**config.mk**
```make
export PLATFORM = sky130hd
export DESIGN_NAME = lvds_deser_align
export DESIGN_NICKNAME = d
export VERILOG_FILES = /design/src/rtl/lvds_deser_pkg.sv /design/src/rtl/lvds_lane_shifter.sv /design/src/rtl/lvds_deser_align.sv
export SDC_FILE = /design/constraint.sdc
export NUM_CORES = 1
export LEC_CHECK = 0
export ABC_AREA = 1
export CAP_MARGIN = 25
export CORE_MARGIN = 2
export CORE_UTILIZATION = 52
export CTS_BUF_LIST = sky130_fd_sc_hd__clkbuf_4
export DETAILED_ROUTE_END_ITERATION = 6
export HOLD_SLACK_MARGIN = 0.1
export PLACE_DENSITY = 0.79
export SYNTH_ARGS = -nofsm -noshare
export SYNTH_HDL_FRONTEND = slang
export SYNTH_SLANG_ARGS = --single-unit
export TNS_END_PERCENT = 20
```
**constraint.sdc**
```tcl
create_clock -name lvds_clk -period 1.28 [get_ports lvds_clk]
set_input_delay 0.128 -clock lvds_clk [delete_from_list [all_inputs] [get_ports lvds_clk]]
set_output_delay 0.128 -clock lvds_clk [all_outputs]
set_load 0.1 [all_outputs]
```
**src/rtl/lvds_deser_pkg.sv**
```systemverilog
// lvds_deser_pkg: shared FSM states and the bit-order helper for the LVDS deserializer
package lvds_deser_pkg;
  typedef enum logic [1:0] {ST_HUNT, ST_VERIFY, ST_LOCKED} state_t;
  localparam int MAX_W = 64;
  function automatic logic [MAX_W-1:0] bit_rev(input logic [MAX_W-1:0] x, input int w);
    logic [MAX_W-1:0] r;
    for (int i = 0; i < MAX_W; i++) r[i] = x[MAX_W-1-i];
    return r >> (MAX_W - w);
  endfunction
endpackage

```
**src/rtl/lvds_lane_shifter.sv**
```systemverilog
// lvds_lane_shifter: one serial lane; o_cand is the word the lane holds after this cycle's bit
module lvds_lane_shifter
  import lvds_deser_pkg::*;
#(
  parameter int WIDTH     = 8,
  parameter bit MSB_FIRST = 1'b1
) (
  input  logic             i_clk,
  input  logic             i_rst_n,
  input  logic             i_bit,
  output logic [WIDTH-1:0] o_cand
);
  logic [WIDTH-1:0] r_sr;
  logic [WIDTH-1:0] w_nxt;
  assign w_nxt  = {r_sr[WIDTH-2:0], i_bit};
  assign o_cand = MSB_FIRST ? w_nxt : WIDTH'(bit_rev(MAX_W'(w_nxt), WIDTH));
  // Register always fills from the LSB; LSB-first lanes present the bit-reversed view
  always_ff @(posedge i_clk or negedge i_rst_n)
    if (!i_rst_n) r_sr <= '0;
    else r_sr <= w_nxt;
endmodule

```
**src/rtl/lvds_deser_align.sv**
```systemverilog
// lvds_deser_align: multi-lane deserializer that hunts, verifies and locks onto a lane-0 sync word
module lvds_deser_align
  import lvds_deser_pkg::*;
#(
  parameter int               WIDTH     = 8,
  parameter int               LANES     = 1,
  parameter bit               MSB_FIRST = 1'b1,
  parameter logic [WIDTH-1:0] SYNC_WORD = 8'hF0,
  parameter int               FRAME_LEN = 4,
  parameter int               LOCK_CNT  = 3,
  parameter int               MISS_MAX  = 2
) (
  input  logic                   lvds_clk,
  input  logic                   rst_n,
  input  logic [LANES-1:0]       lvds_in,
  output logic [LANES*WIDTH-1:0] lvds_out,
  output logic                   out_valid,
  output logic                   frame_start,
  output logic                   locked,
  output logic                   sync_err
);
  localparam int BW = $clog2(WIDTH);
  localparam int FW = $clog2(FRAME_LEN);
  localparam int HW = $clog2(LOCK_CNT + 1);
  localparam int MW = $clog2(MISS_MAX + 1);
  state_t r_state, w_state;
  logic [BW-1:0] r_bit, w_bit;
  logic [FW-1:0] r_word, w_word;
  logic [HW-1:0] r_hit, w_hit;
  logic [MW-1:0] r_miss, w_miss;
  logic [LANES*WIDTH-1:0] r_out, w_out, w_cand;
  logic r_valid, w_valid, r_fs, w_fs, r_err, w_err;
  logic w_bnd, w_slot, w_match;
  for (genvar g = 0; g < LANES; g++) begin : g_lane
    lvds_lane_shifter #(.WIDTH(WIDTH), .MSB_FIRST(MSB_FIRST)) u_lane (
      .i_clk  (lvds_clk),
      .i_rst_n(rst_n),
      .i_bit  (lvds_in[g]),
      .o_cand (w_cand[g*WIDTH +: WIDTH])
    );
  end
  assign w_bnd   = r_bit == BW'(WIDTH - 1);
  assign w_slot  = w_bnd && r_word == '0;
  assign w_match = w_cand[WIDTH-1:0] == SYNC_WORD;
  // Next state, counters and output strobes; a HUNT match is treated as the sync word's boundary
  always_comb begin
    w_state = r_state;
    w_bit   = w_bnd ? '0 : r_bit + 1'b1;
    w_word  = w_bnd ? (r_word == FW'(FRAME_LEN - 1) ? '0 : r_word + 1'b1) : r_word;
    w_hit   = r_hit;
    w_miss  = r_miss;
    w_out   = r_out;
    w_valid = 1'b0;
    w_fs    = 1'b0;
    w_err   = 1'b0;
    case (r_state)
      ST_HUNT: if (w_match) begin
        w_state = LOCK_CNT <= 1 ? ST_LOCKED : ST_VERIFY;
        w_bit   = '0;
        w_word  = FW'(1);
        w_hit   = HW'(1);
        w_miss  = '0;
      end
      ST_VERIFY: if (w_slot) begin
        if (!w_match) begin
          w_state = ST_HUNT;
          w_hit   = '0;
        end else begin
          w_hit = r_hit + 1'b1;
          if (w_hit == HW'(LOCK_CNT)) begin
            w_state = ST_LOCKED;
            w_miss  = '0;
          end
        end
      end
      ST_LOCKED: if (w_bnd) begin
        w_out   = w_cand;
        w_valid = 1'b1;
        if (w_slot) begin
          if (w_match) begin
            w_fs   = 1'b1;
            w_miss = '0;
          end else begin
            w_err  = 1'b1;
            w_miss = r_miss + 1'b1;
            if (w_miss == MW'(MISS_MAX)) begin
              w_state = ST_HUNT;
              w_hit   = '0;
            end
          end
        end
      end
      default: w_state = ST_HUNT;
    endcase
  end
  // Alignment state register
  always_ff @(posedge lvds_clk or negedge rst_n)
    if (!rst_n) r_state <= ST_HUNT;
    else r_state <= w_state;
  // Bit/word/hit/miss counters and registered outputs
  always_ff @(posedge lvds_clk or negedge rst_n)
    if (!rst_n) begin
      r_bit   <= '0;
      r_word  <= '0;
      r_hit   <= '0;
      r_miss  <= '0;
      r_out   <= '0;
      r_valid <= 1'b0;
      r_fs    <= 1'b0;
      r_err   <= 1'b0;
    end else begin
      r_bit   <= w_bit;
      r_word  <= w_word;
      r_hit   <= w_hit;
      r_miss  <= w_miss;
      r_out   <= w_out;
      r_valid <= w_valid;
      r_fs    <= w_fs;
      r_err   <= w_err;
    end
  assign lvds_out    = r_out;
  assign out_valid   = r_valid;
  assign frame_start = r_fs;
  assign sync_err    = r_err;
  assign locked      = r_state == ST_LOCKED;
endmodule
```
# [Word level (Yosys, flattened, before mapping)]
# Index checks and enable logic that the tools add are counted.
[totals] romBits=0 register_bits=29 mem_bits_rw=0 output_inout_bits=12 memories=0 latch_bits=0 in_bits=3
[classes] mux=37 n_bitwise=0 div_mod_pow=0 reduce_logical=8 n_shift=0 add_sub_neg=4 order_cmp=0 n_eq_ne=16 multipliers=0
[ops] cell="2-bit 2-to-1 mux" n=21
[ops] cell="7-bit AND reduction" n=3
[ops] cell="2-bit one-hot mux with 3 select lines" n=3
[ops] cell="1-bit 2-to-1 mux" n=10
[ops] cell="2-bit != test (second input constant)" n=5
[ops] cell="3-bit 2-to-1 mux" n=3
[ops] cell="2-bit equality test (second input constant)" n=4
[ops] cell="8-bit equality test (second input constant)" n=1
[ops] cell="2-bit by 1-bit adder with 2-bit output (second input constant)" n=3
[ops] cell="2-bit by 1-bit != test with 1-bit output (second input constant)" n=3
[ops] cell="2-bit logical NOT" n=2
[ops] cell="3-bit by 1-bit adder with 3-bit output (second input constant)" n=1
[ops] cell="3-bit equality test (second input constant)" n=1
[ops] cell="3-bit != test (second input constant)" n=1
[ops] cell="3-bit nonzero test" n=1
[ops] cell="2-bit by 1-bit equality test with 1-bit output (second input constant)" n=1
[ops] cell="2-bit AND reduction" n=1
[ops] cell="1-bit logical AND" n=1

# [Depth between registers and ports, before layout]
# Gate-level depths: netlist (run 1).
[logic_depth] depth_word=7 ltp_mapped=10 depth_no_buf=10

# [Hierarchy]
# A second synthesis (run 1) with hierarchy kept.
[hier_totals] hier_cells=152 area_unflattened_um2=1413.9
[modules_own_cells] mod="lvds_deser_align" cells_each=144 instances=1 area_each_um2=1231.2
[modules_own_cells] mod="lvds_lane_shifter" cells_each=8 instances=1 area_each_um2=182.7

# [Worst setup path before layout (run 1)]
# OpenSTA, ideal clock, no wires.
[synth_timing] path_type="reg-to-reg" startpoint="reg r_state[0]" endpoint="reg r_out[2] (netlist: lvds_out[2])" period_less_slack_ps=2044 path_buffers=1 path_slack_ps=-764 arrival_time_ps=1915 setup_time_ps=129 path_stages_with_launch=7 path_cell_list="dfrtp_1 -> inv_1 -> ha_1 -> nand2_1 -> buf_2 -> nand2_1 -> o21ai_0"
[synth_between] elab_chain_cells=2
[synth_lines] item="from (decl)" line_no="lvds_deser_align.sv:26" rtl="state_t r_state, w_state;"
[synth_lines] item="from (signal assigned)" line_no="lvds_deser_align.sv:99" rtl="else r_state <= w_state;"
[synth_lines] item="2-bit equality test"
[synth_lines] item="net locked" line_no="lvds_deser_align.sv:19" rtl="output logic locked,"
[synth_lines] item="2-bit AND reduction (no line)"
[synth_lines] item="to (signal assigned)" line_no="lvds_deser_align.sv:116" rtl="r_out <= w_out;"
[synth_lines] item="to (decl)" line_no="lvds_deser_align.sv:31" rtl="logic [LANES*WIDTH-1:0] r_out, w_out, w_cand;"
# The timed path passes the listed nets, and every way through them passes these cells.
# A chain may end at the register's enable or synchronous reset.

# [Worst setup path in the final report (run 1)]
[layout_timing] startpoint="reg r_state[1]" endpoint="reg r_state[1]"
[layout_between] elab_chain_cells=3 elab_cells_between_ends=12
[layout_lines] item="2-bit by 1-bit equality test with 1-bit output, or another cell as far along" line_no="lvds_deser_align.sv:56" rtl="case (r_state)"
[layout_lines] item="3-bit != test (no line), or another cell as far along"
[layout_lines] item="7-bit AND reduction (no line)"
# Several ways; a longest one is shown, not always the timed one.

==> results of run 1 <==
==> placed cells by master, fill, tap and decap left out <==
master / n
dfrtp_2: 1
dfrtp_1: 28
a21oi_1: 1
o21ai_2: 1
o21ai_1: 1
nor2_1: 5
inv_1: 19
o21ai_0: 3
nand3_1: 3
nand4_1: 8
ha_4: 2
nor3_1: 2
clkbuf_4: 5
nor2_4: 2
nand2_2: 8
nor2_8: 2
clkdlybuf4s50_1: 2
ha_1: 6
clkinvlp_4: 1
ha_2: 3
bufinv_16: 1
inv_2: 4
buf_12: 13
buf_6: 3
nand2_4: 5
nand2_1: 36
nand3_2: 4
buf_4: 16
clkinv_1: 1
a21oi_4: 1
==> sequential cells by signal, summed over array words and instances, names as in the netlist <==
register,count
lvds_out,8
g_lane.u_lane.r_sr,7
r_bit,3
r_hit,2
r_miss,2
r_state,2
r_word,2
frame_start,1
out_valid,1
sync_err,1
==> timing repair <==
item / in CTS / in global routing
buffers inserted: 5 / 2
gates resized for setup: 17 / 6
endpoints found under the setup margin: 20 / 21
pin swaps: 11 / 2
hold buffers: 0 / 0
==> logic make-up after synthesis <==
family,share of synthesized area
simple gates,0.292
buf+inv,0.0651
flops,0.517
compound gates,0.0276
fa+ha+maj,0.0980
==> cell type report <==
cell class                      instances  area (um^2)  share of cell area
Inverter                               23         86.3              0.0427
Tap cell                               30         37.5              0.0186
Multi-Input combinational cell         93          658               0.325
Sequential cell                        29          727               0.360
Clock buffer                            5         37.5              0.0186
Clock inverter                          3         41.3              0.0204
Timing Repair Buffer                   34          434               0.215
==> cell usage after synthesis <==
cell,count
nand2_1,40
dfrtp_1,29
inv_1,22
ha_1,11
nand4_1,8
nor2_1,6
nand2_2,5
o21ai_0,5
nand2_4,4
nand3_1,4
nand3_2,3
nor2_8,2
nor3_1,2
a21oi_1,1
a21oi_2,1
buf_2,1
inv_2,1
nor2_4,1
==> path summary, 6_finish.rpt <==
| check | start | endpoint | slack [ns] |
|---|---|---|---|
| setup / recovery | r_state[1] | r_state[1] | -0.21 |
| hold / removal | rst_n | out_valid | 0.14 |
| setup reg to reg | r_state[1] | r_state[1] | -0.21 |
| hold reg to reg | g_lane[0].u_lane.r_sr[1] | g_lane[0].u_lane.r_sr[2] | 0.39 |
| max in group asynchronous | rst_n | r_state[1] | 0.84 |
| min in group lvds_clk | lvds_in | g_lane[0].u_lane.r_sr[0] | 0.27 |
==> stage by stage <==
| step | utilization | worst slack (ns) | power, mW | setup TNS, ns | area (um^2) |
|---|---|---|---|---|---|
| floorplan | - | -0.151 | 1.71 | -1.75 | 1420 |
| global placement | 0.721 | -0.134 | 1.94 | -0.852 | 1820 |
| detailed placement | 0.721 | -0.175 | 2.02 | -1.30 | 1820 |
| CTS | 0.790 | -0.185 | 2.92 | -0.865 | 1990 |
| global route | 0.802 | -0.267 | 3.22 | -2.57 | 2020 |
| finish | 0.802 | -0.205 | 3.08 | -1.64 | 2020 |
==> power breakdown <==
part / leakage (nW) / internal [mW] / switching [mW]
Clock: 0.0389 / 0.404 / 0.346
Combinational: 0.642 / 0.529 / 0.684
Sequential: 0.368 / 1.03 / 0.0830
Total: 1.05 / 1.96 / 1.11
==> metal layers <==
| layer | up-vias | global-route usage | part of all wire |
|---|---|---|---|
| met5 | - | 0 | 0 |
| met4 | 0 | 0.143 | 0.043 |
| met3 | 16 | 0.0535 | 0.050 |
| met2 | 36 | 0.397 | 0.50 |
| met1 | 558 | 0.273 | 0.40 |
| li1 | 539 | - | - |
==> results.md, run 1 <==
- Syn. warnings: 0
- Antenna Cells: 0
- Fin. max-slew vios: 0
- Avg Vias per Cell: between 5 and 6
- Initial Utilization: 0.557
- RSZ-0062 raised after global routing: true
- Grt total ovfl: 0
- Wire per inst: around 16 um
- Endpoints failing hold: 0
- Maximum clock frequency: 673 MHz
- Clock transition at path regs: 0.10 ns
- Total Wirelength: approximately 3.4 mm
- Share of the synthesized area in the top cell type: 0.517
- Vias: 1149
- # setup viols final: 17
- Startpoint types: register
- Cell area power density: approximately 1500 mW/mm^2
- Core area: ~0.0025 mm^2
- Clock Sinks: 29
- Placed Cells: between 200 and 250
- Initial antenna violation count: 0
- Critical Path RT: roughly 1.5 ns
- H-tree level count: 2
- # rows: 18
- Cells after Synth: around 150
- CTS tree: yes
- DRT Pass-1 Iters: 4
- Cell variety after synth: 18
- # Max-Cap Violations: 0
- Worst setup EP type: register
- DRT antenna net count: 0
- Routability Congestion: just over 0.8
- Crit-path cells: ha_4 > buf_6 > nor2_4 > inv_2 > nand2_2 > nand2_2 > nand2_4 > nand3_2 > nand2_2 > nand2_1
- #FFs+latches synth: 29
- Worst-path fanout max: 6
- Worst VDD drop: 1510 uV
- Post-route DRC: 0
- Hold slack: roughly 0.14 ns
- Setup ws final: -0.205 ns
- Ranking of synthesized cells by area: dfrtp_1, nand2_1, ha_1
- Layout Skew: around 0.011 ns
- Slowest cell on crit path: dfrtp_2
- Fin nets: 200
- TritonCTS Buffers: 5
- Clock Tree Root: clkbuf_4
- Reg2Reg Depth: 10
- Worst path arrival time: ~1.7 ns
- Drt initial violations: 54
- P_leak: 1.05 nW
- Crit. path cell count: 10
- Vias in the first global route: around 1200
- Longest Clk Path Bufs: 2
- Outcome: complete, but fails checks
- Syn Nets: 160
- First-pass GRT wire length: between 5 and 6 mm
- Worst-Skew Late Latency: approximately 0.35 ns
- Final min period: approximately 1.5 ns
- Measured slew at the worst slew-check pin: between 0.3 and 0.4 ns
- Rel. slew slack: 0.764
- Worst hold path type: in2async
- Buf/Inv on CP: 2
- Fill count: about 140
- IO Pins: 15
- CP peak stage delay: between 0.4 and 0.5 ns
- Area Growth Syn to Fin: 44.0%
- Failing checks: negative setup slack
- Die Wd: 56.0 um
- Post-route clock period utilization: 1.16
- Largest net degree at the start of global routing: 30
- Layout cells sized above 1: 0.385
- Mapped Area: roughly 0.0014 mm^2
- Non-Filler Instances: around 220
- Crit Path Class: reg2reg
- Syn Area/Cell: roughly 9.6 um^2
- Die Height: ~56 um
- Sequential element share of the synthesized area: 0.517
- Die area: 0.00313 mm^2
- Post-synth top area cell: dfrtp_1
- Most used cell, CP: nand2_2
- Dpl hpwl: between 1.5 and 2 mm
- Gr usage total: 0.236
- Crit-path leading delay family: simple AND/OR/NAND/NOR gates
- I/O Buffers: 14
No activity file was read; power rests on OpenSTA's default activity.
==> run 2: changes to the inputs <==
CORE_ASPECT_RATIO = 0.8   (was not set)
==> run 2 against run 1 <==
The flow still finishes with violations (negative setup slack). Sequential power is essentially flat. Critical path depth is the same. Via count shrank 1.1%. Core utilization shrank 1.4 points. Total power shrank 9.1%. Setup slack gained 0.062 ns. Die area is essentially flat. Register-to-register slack gained 0.06 ns. Clock power shrank 29%. Routed wire length shrank 7.1%.
==> results.md, run 2 (synthesis results as in run 1) <==
- Outcome: complete, but fails checks
- Failing checks: negative setup slack
- First-pass GRT wire length: 5.42 mm (-2.0%)
- Worst VDD drop: 991 uV (-35%)
- Vias in the first global route: 1256 (+3.0%)
- Post-route clock period utilization: 1.11 (-0.0482)
- Worst hold path type: in2async
- Longest Clk Path Bufs: 2 (unchanged)
- Hold-fix buffers at CTS: 0 (unchanged)
- Slowest cell on crit path: dfrtp_1
- Area Growth Syn to Fin: 40.4%
- Clock Sinks: 29 (unchanged)
- Final min period: 1.42 ns (-0.0617 ns)
- # Max-Cap Violations: 0 (unchanged)
- Layout Skew: 0.00899 ns (-0.00181 ns)
- Avg Vias per Cell: 5.12 (-3.4%)
- Crit-path leading delay family: simple AND/OR/NAND/NOR gates
- DRT antenna net count: 0 (unchanged)
- Hold slack: 0.169 ns (+0.0255 ns)
- Post-route DRC: 0 (unchanged)
- Startpoint types: register
- Fin. max-slew vios: 0 (unchanged)
- Layout cells sized above 1: 0.371 (-0.0141)
- Drt initial violations: 37 (-31%)
- Fill count: 157 (+11%)
- Clock Tree Root: clkbuf_4
- Worst path arrival time: 1.66 ns (-0.05 ns)
- # setup viols final: 17 (unchanged)
- Total Wirelength: 3.13 mm (-7.1%)
- I/O Buffers: 14 (unchanged)
- Endpoints failing hold: 0 (unchanged)
- Wire per inst: 14.1 um (-9.2%)
- Most common cell after layout, fill and taps aside: nand2_1
- Maximum clock frequency: 703 MHz (+4.3%)
- Commonest cells after routing, fill and taps aside: nand2_1, dfrtp_1, inv_1
- Initial antenna violation count: 0 (unchanged)
- Measured slew at the worst slew-check pin: 0.360 ns (+0.00524 ns)
- Rel. slew slack: 0.760 (-0.00349)
- H-tree level count: 2 (unchanged)
- Largest net degree at the start of global routing: 30 (unchanged)
- Initial Utilization: 0.561 (+0.00445)
- Die Wd: 62.1 um (+11%)
- Fin nets: 200 (unchanged)
- Routability Congestion: 0.872 (+5.6%)
- IO Pins: 15 (unchanged)
- Antenna Cells: 0 (unchanged)
- Worst-path fanout max: 6 (unchanged)
- Placed Cells: 210 (+4.0%)
- Setup ws final: -0.143 ns (+0.0617 ns)
- Gr usage total: 0.247 (+0.0109)
- Max FFs per register: 8 (unchanged)
- Die area: 0.00313 mm^2 (about the same)
- Cell area power density: 1420 mW/mm^2 (-6.7%)
- Critical Path RT: 1.51 ns (about the same)
- DRT Pass-1 Iters: 4 (unchanged)
- TritonCTS Buffers: 5 (unchanged)
- Final Power: 2.80 mW (-9.1%)
- # rows: 16 (-2)
- RSZ-0062 raised after global routing: true
- Worst setup EP type: register
- Dpl hpwl: 2.03 mm (+4.5%)
- Buf/Inv on CP: 2 (unchanged)
- Worst-Skew Late Latency: 0.34 ns (about the same)
- Grt total ovfl: 0 (unchanged)
- Core area: 0.00250 mm^2 (-0.79%)
- CTS tree: yes
- CP peak stage delay: 0.45 ns (about the same)
- Non-Filler Instances: 222 (+2.3%)
- Die Height: 50.5 um (-9.8%)
- Vias: 1136 (-1.1%)
- Crit Path Class: reg2reg
- Clock transition at path regs: 0.09 ns (about the same)
- Crit-path cells: inv_2 > ha_2 > nor2_2 > inv_2 > nand2_2 > nand2_2 > nand2_4 > nand3_2 > nand2_1 > nand2_1
- P_leak: 1.03 nW (-1.6%)
-- run 2: cell count changes in the layout (fill, tap and decap cells not counted), sizes merged --
cell,previous run,this run
buf,32,31
clkbuf,5,6
bufinv,1,0
nand2,49,50
clkinvlp,1,0
-- run 2: power by group --
| part | total [mW] | internal [mW] | switching [mW] |
|---|---|---|---|
| clock network | 0.535 | 0.220 | 0.315 |
| registers | 1.11 | 1.03 | 0.0751 |
| logic | 1.16 | 0.504 | 0.653 |
| total | 2.80 | 1.76 | 1.04 |
-- run 2: final timing paths --
| check | slack (ns) | cells after the start | start | endpoint |
|---|---|---|---|---|
| max | -0.14 | 10 | r_state[1] | r_hit[0] |
| min | 0.17 | 2 | rst_n | r_bit[0] |
| max reg2reg | -0.14 | 10 | r_state[1] | r_hit[0] |
| min reg2reg | 0.38 | 0 | g_lane[0].u_lane.r_sr[0] | g_lane[0].u_lane.r_sr[1] |
| max in group asynchronous | 0.84 | 2 | rst_n | r_miss[1] |
| min in group lvds_clk | 0.29 | 1 | lvds_in | g_lane[0].u_lane.r_sr[0] |
-- run 2: repair_timing --
action,CTS,global route
gates cloned,0,1
pin swaps,8,1
setup buffers,4,0
resized for setup,11,9
endpoints found under the hold margin,0,0
setup endpoints to repair,17,21
-- run 2: cell type report --
type | instances | area (um^2) | area share
Timing Repair Buffer | 33 | 410 | 0.208
Multi-Input combinational cell | 94 | 654 | 0.332
Tap cell | 36 | 45.0 | 0.0229
Inverter | 23 | 86.3 | 0.0438
Clock inverter | 1 | 3.75 | 0.00190
Clock buffer | 6 | 45.0 | 0.0229
Sequential cell | 29 | 726 | 0.368
-- run 2: per-layer routing --
metal	share of wire	track usage	routed length, um	vias to the layer above
met1	0.42	0.274	1300	540
met2	0.48	0.385	1490	36
met4	0.053	0.181	166	0
met3	0.055	0.0799	171	19
met5	0	0	0	-
li1	-	-	-	541
-- run 2: metrics by stage --
step                setup TNS, ns  instance area (um^2)  setup WS, ns  utilization
finish                     -0.993                  1970        -0.143        0.788
global route                -2.30                  1970        -0.220        0.788
CTS                        -0.632                  1950        -0.102        0.778
detailed placement          -1.50                  1830        -0.191        0.731
global placement           -0.885                  1830        -0.133        0.731
floorplan                   -1.75                  1420        -0.151            -
